===== src/rtl/saes32_aes128_seq.sv =====
// saes32_aes128_seq
// Runs a full AES-128 encryption or decryption by driving an external
// single-byte round unit (ENC1S style) one operation per cycle. Each new
// state word takes four round-unit steps, and each round takes 16 steps.
// The first step of a word folds in the round-key word and the remaining
// steps accumulate into it. Round keys come from an external key store
// that is addressed by the current round number.

module saes32_aes128_seq (
    input  logic         clk,
    input  logic         rst_n,
    input  logic         in_valid,
    output logic         in_ready,
    input  logic         in_dec,
    input  logic [127:0] in_data,
    output logic         out_valid,
    input  logic         out_ready,
    output logic [127:0] out_data,
    output logic [3:0]   rk_addr,
    input  logic [127:0] rk_data,
    output logic [4:0]   fu_fn,
    output logic [31:0]  fu_rs1,
    output logic [31:0]  fu_rs2,
    input  logic [31:0]  fu_rd
);

    typedef enum logic [1:0] {
        IDLE  = 2'd0,
        ROUND = 2'd1,
        DONE  = 2'd2
    } fsm_t;

    fsm_t         fsm_q;
    fsm_t         fsm_d;

    logic [127:0] state_q;
    logic [31:0]  acc_q;
    logic [31:0]  nxt0_q;
    logic [31:0]  nxt1_q;
    logic [31:0]  nxt2_q;
    logic         dec_q;
    logic [3:0]   round_q;
    logic [1:0]   word_q;
    logic [1:0]   step_q;

    logic         last_step;
    logic         final_round;
    logic [1:0]   src_idx;

    assign last_step   = (word_q == 2'd3) && (step_q == 2'd3);
    assign final_round = (round_q == 4'd10);

    // Forward ShiftRows pulls row j from column i+j; the inverse pulls it from column i-j.
    assign src_idx  = dec_q ? (word_q - step_q) : (word_q + step_q);

    assign out_data = state_q;

    // Control state register.
    always_ff @(posedge clk or negedge rst_n) begin
        if (!rst_n) begin
            fsm_q <= IDLE;
        end else begin
            fsm_q <= fsm_d;
        end
    end

    // Next-state and host handshake outputs.
    always_comb begin
        fsm_d     = fsm_q;
        in_ready  = 1'b0;
        out_valid = 1'b0;
        case (fsm_q)
            IDLE: begin
                in_ready = 1'b1;
                if (in_valid) begin
                    fsm_d = ROUND;
                end
            end
            ROUND: begin
                if (last_step && final_round) begin
                    fsm_d = DONE;
                end
            end
            DONE: begin
                out_valid = 1'b1;
                if (out_ready) begin
                    fsm_d = IDLE;
                end
            end
            default: begin
                fsm_d = IDLE;
            end
        endcase
    end

    // Round-unit issue and key-store address; everything is quiet outside ROUND.
    always_comb begin
        rk_addr = 4'd0;
        fu_fn   = 5'd0;
        fu_rs1  = 32'd0;
        fu_rs2  = 32'd0;
        if (fsm_q == ROUND) begin
            rk_addr = round_q;
            fu_fn   = {1'b0, dec_q, final_round, step_q};
            fu_rs2  = state_q[{src_idx, 5'b00000} +: 32];
            fu_rs1  = (step_q == 2'd0) ? rk_data[{word_q, 5'b00000} +: 32] : acc_q;
        end
    end

    // Block state, accumulator and step/word/round counters.
    always_ff @(posedge clk or negedge rst_n) begin
        if (!rst_n) begin
            state_q <= '0;
            acc_q   <= '0;
            nxt0_q  <= '0;
            nxt1_q  <= '0;
            nxt2_q  <= '0;
            dec_q   <= 1'b0;
            round_q <= 4'd0;
            word_q  <= 2'd0;
            step_q  <= 2'd0;
        end else begin
            case (fsm_q)
                IDLE: begin
                    if (in_valid) begin
                        state_q <= in_data ^ rk_data;
                        dec_q   <= in_dec;
                        round_q <= 4'd1;
                        word_q  <= 2'd0;
                        step_q  <= 2'd0;
                    end
                end
                ROUND: begin
                    step_q <= step_q + 2'd1;
                    if (step_q != 2'd3) begin
                        acc_q <= fu_rd;
                    end else begin
                        word_q <= word_q + 2'd1;
                        case (word_q)
                            2'd0:    nxt0_q <= fu_rd;
                            2'd1:    nxt1_q <= fu_rd;
                            2'd2:    nxt2_q <= fu_rd;
                            default: begin
                                state_q <= {fu_rd, nxt2_q, nxt1_q, nxt0_q};
                                if (!final_round) begin
                                    round_q <= round_q + 4'd1;
                                end
                            end
                        endcase
                    end
                end
                default: begin
                end
            endcase
        end
    end

endmodule


===== config.mk =====
export PLATFORM = sky130hd
export DESIGN_NAME = saes32_aes128_seq
export DESIGN_NICKNAME = d
export VERILOG_FILES = /design/src/rtl/saes32_aes128_seq.sv
export SDC_FILE = /design/constraint.sdc
export NUM_CORES = 1
export LEC_CHECK = 0
export CAP_MARGIN = 20
export CORE_AREA = 2 2 192 194
export CTS_BUF_LIST = sky130_fd_sc_hd__clkbuf_4
export CTS_CLUSTER_SIZE = 16
export DETAILED_ROUTE_END_ITERATION = 10
export DIE_AREA = 0 0 194 196
export PLACE_DENSITY = 0.85
export SLEW_MARGIN = 20
export SYNTH_ARGS = -nofsm -noshare
export SYNTH_HDL_FRONTEND = slang
export SYNTH_SLANG_ARGS = --single-unit

===== constraint.sdc =====
create_clock -name clk -period 2.5 [get_ports clk]
set_input_delay 0.5 -clock clk [delete_from_list [all_inputs] [get_ports clk]]
set_output_delay 0.5 -clock clk [all_outputs]
set_load 0.02 [all_outputs]

==> reports/results.tsv <==
stage	metric	value	unit
status	failing checks	negative setup slack	
synth	post-synthesis xor/xnor area fraction	0.0811	
flow_run	Max Cap Viol	0	
clock_network	Clock Sinks	267	
synth	Synth Cell Area	14500	um^2
clock_network	CTS Buf Count	72	
placement	final weighted congestion in routability-driven placement	0.927	
routing	Routed Antenna Nets	0	
sta	period utilisation layout	1.28	
synth	largest family of logic cells by synthesized area	multiplexers	
sta	final hold violations	0	
critical_path	cells on worst reg2reg path	9	
placement	Buffers on Ports	494	
synth	Mean Syn Cell Area	10.3	um^2
sta	max-slew violation count	0	
synth	Mapped Cells	1399	
placement	Final HPWL DP	38.0	mm
power	P_leak	0.0101	uW
clock_network	Root Buffer	clkbuf_4	
synth	post-synth cell types	35	
synth	multiplexer share of the synthesized area	0.217	
routing	TritonRoute pass-1 iters	5	
sta	Fin Hold WS	0.391	ns
critical_path	Max FO, Critical Path	6	
clock_network	CTS tree	yes	
global_routing	antenna violations before repair	2	
critical_path	Critical Path RT	2.00	ns
critical_path	crit path capture type	primary output	
sta	RSZ-0062 raised after global routing	yes	
synth	Yosys warnings	0	
routing	final WL	54.6	mm
power	total power	10600	uW
sta	final worst slack	-0.709	ns
critical_path	worst setup path class	flip-flop to primary output	
routing	drt drc	0	
clock_network	Reg clk slew, reported paths	0.06	ns
global_routing	grt ovf	0	
global_routing	largest net degree at the start of global routing	138	
floorplan	Initial Utilization	0.401	
critical_path	CP startpoint kind	flip-flop	
layout	fillers	2713	
floorplan	die extent in x	194	um
clock_network	CTS HTree Levels	3	
floorplan	die height	196	um
layout	area grow syn2layout	58.2	%
layout	NumNets Final	2357	
floorplan	Die Area	38000	um^2
sta	Worst Skew	0.0377	ns
routing	DR iter-0 viols	615	
layout	share of cells above drive strength 1	0.300	
synth	flop and latch count out of synthesis	267	
routing	average routed wire per standard cell	21.2	um
critical_path	Worst EP arrival	2.71	ns
global_routing	gr usage total	0.278	
sta	final setup violation count	64	
floorplan	I/O pin count	496	
power	Pwr Density	464	nW/um^2
floorplan	row count	70	
synth	fraction of the yosys area taken by sequential cells	0.462	
synth	Synth Flop Type	dfrtp_1	
synth	post-synthesis adder-cell area fraction	0.00778	
global_routing	vias in the first global route	14600	
global_routing	first-pass GRT wire length	81.7	mm
clock_network	Max clock buf depth	3	
hold_path	Hold Path Class	input port to async pin	
status	outcome	finished, violations left	
power	Peak VDD IR	0.302	mV
synth	Mapped Nets	1701	
synth	number of enable flip-flop cells after synthesis	0	
sta	Worst Tran Pin Value	0.636	ns
floorplan	Core ar.	36100	um^2
routing	Via Count	13800	
synth	complex-gate fraction of the synthesized area	0.109	
synth	asr flop ratio synth	1.00	
routing	number of vias per cell	5.36	
clock_network	Worst-Skew Late Latency	0.68	ns
sta	slew margin rel.	0.576	
sta	Achievable Freq	312	MHz
synth	simple-gate area share of the yosys netlist	0.0871	
sta	minimum clock period after layout	3.21	ns
synthesized netlist by cell type, types with 2 or more instances:
cell type | count | area share
dfrtp_1 | 267 | 0.46
xnor2_1 | 129 | 0.078
nand2_1 | 136 | 0.035
o21ai_0 | 134 | 0.046
a21oi_1 | 130 | 0.045
nor2_1 | 167 | 0.043
nand3_1 | 6 | 0.0021
buf_1 | 7 | 0.0018
nand2b_1 | 3 | 0.0013
mux4_2 | 32 | 0.050
mux2i_1 | 97 | 0.067
buf_2 | 48 | 0.017
clkbuf_1 | 38 | 0.0099
mux2_2 | 128 | 0.10
buf_6 | 7 | 0.0054
and2_1 | 5 | 0.0022
nor2b_1 | 2 | 0.00086
o22ai_1 | 32 | 0.014
ha_1 | 9 | 0.0078
inv_1 | 7 | 0.0018
cell usage in the layout, fill, tap and decap left out, types with 2 or more instances in the layout:
| cell | netlist | final |
|---|---|---|
| buf_6 | 7 | 46 |
| buf_2 | 48 | 20 |
| buf_16 | 0 | 3 |
| o22ai_2 | 0 | 32 |
| inv_1 | 7 | 4 |
| a21oi_1 | 130 | 130 |
| nor2_4 | 0 | 2 |
| ha_4 | 0 | 2 |
| mux2i_4 | 0 | 19 |
| nand3_1 | 6 | 3 |
| o21ai_0 | 134 | 120 |
| mux4_2 | 32 | 32 |
| nor2_2 | 0 | 3 |
| nor2_1 | 167 | 162 |
| xnor2_1 | 129 | 129 |
| nand2_1 | 136 | 135 |
| and2_1 | 5 | 4 |
| buf_12 | 0 | 25 |
| buf_8 | 0 | 10 |
| buf_4 | 1 | 155 |
| nand3_2 | 0 | 3 |
| dfrtp_1 | 267 | 265 |
| mux2i_2 | 0 | 24 |
| nand2b_2 | 0 | 2 |
| diode_2 | 0 | 2 |
| bufinv_16 | 0 | 2 |
| o21ai_1 | 0 | 14 |
| clkinv_2 | 0 | 7 |
| inv_2 | 0 | 6 |
| dfrtp_2 | 0 | 2 |
| clkdlybuf4s50_1 | 0 | 419 |
| mux2_2 | 128 | 128 |
| ha_1 | 9 | 7 |
| clkbuf_4 | 0 | 100 |
| mux2i_1 | 97 | 54 |
| clkinv_1 | 0 | 12 |
worst max-delay path, stage by stage (launching register included):
cell	delay [ns]
dfrtp_1	0.41
inv_2	0.10
ha_4	0.22
mux2i_4	0.21
xnor2_4	0.16
buf_6	0.13
buf_12	0.15
buf_12	0.15
mux2i_4	0.23
o22ai_2	0.10
buf_6	0.15
final cells by class:
cell class                 count  area, um^2  share of cell area
sequential                   267        6680               0.292
clock buffer                 100         751              0.0328
antenna                        2        5.00            0.000219
tap                          468         586              0.0256
multi-input combinational   1024        7890               0.345
timing repair buffer         683        6800               0.297
inverter                       7        26.3             0.00115
clock inverter                24         151             0.00661
flip-flops by register name (all words and copies together) (netlist names):
signal,flops
fsm_q,2
round_q,4
step_q,2
word_q,2
nxt2_q,32
nxt0_q,32
out_data,128
nxt1_q,32
acc_q,32
dec_q,1
repair_timing:
action                     4_1_cts  5_1_grt
setup buffers                   22       12
pin swaps                        3        7
setup endpoints to repair       74       70
gates resized for setup        380      133
hold buffers                     1        0
gates cloned                     6        1
hold endpoints to repair        56        0
final timing paths:
| kind | startpoint | endpoint | slack [ns] |
|---|---|---|---|
| min | rst_n | out_data[54] | 0.39 |
| min reg2reg | nxt1_q[11] | nxt1_q[11] | 0.51 |
| min in group clk | in_dec | dec_q | 0.43 |
| max in group asynchronous | rst_n | out_data[47] | 1.36 |
| max reg2reg | word_q[0] | out_data[120] | 0.10 |
| max | step_q[1] | fu_rs2[14] | -0.71 |
metrics by stage:
step                      setup TNS, ns  setup slack [ns]   util  cell area (um^2)  instances
final                            -33.04            -0.709  0.634             22900       2575
after global routing             -41.36            -0.872  0.634             22900       2575
after global placement           -16.99            -0.439  0.584             21100       2414
after CTS                        -37.91            -0.789  0.623             22500       2566
after floorplan                       0            0.0103      -             14700       1399
after detailed placement         -19.07            -0.489  0.584             21100       2414
power by group:
| group | switching (uW) | internal, uW | leakage (uW) | total, uW |
|---|---|---|---|---|
| logic | 828 | 1150 | 0.00642 | 1970 |
| clock network | 1840 | 2060 | 0.000547 | 3900 |
| registers | 210 | 4530 | 0.00311 | 4740 |
cells by family (layout without fill, tap and decap cells):
| kind of cell | after synthesis | in the layout |
|---|---|---|
| and+or+nand+nor | 323 | 323 |
| AOI/OAI and AO/OA | 303 | 303 |
| DFF | 267 | 267 |
| muxes | 257 | 257 |
| xor gates and xnor gates | 131 | 131 |
| buffers and inverters | 108 | 814 |
| adders and majority gates | 9 | 9 |
| other | 1 | 3 |
layer usage:
metal,vias to the layer above,routed length [um],global-route usage
met5,-,0,0
met1,6765,20300,0.322
met3,152,4000,0.0612
met4,0,2410,0.149
li1,6205,-,-
met2,686,27800,0.482
Power figures use the tool's default switching activity.
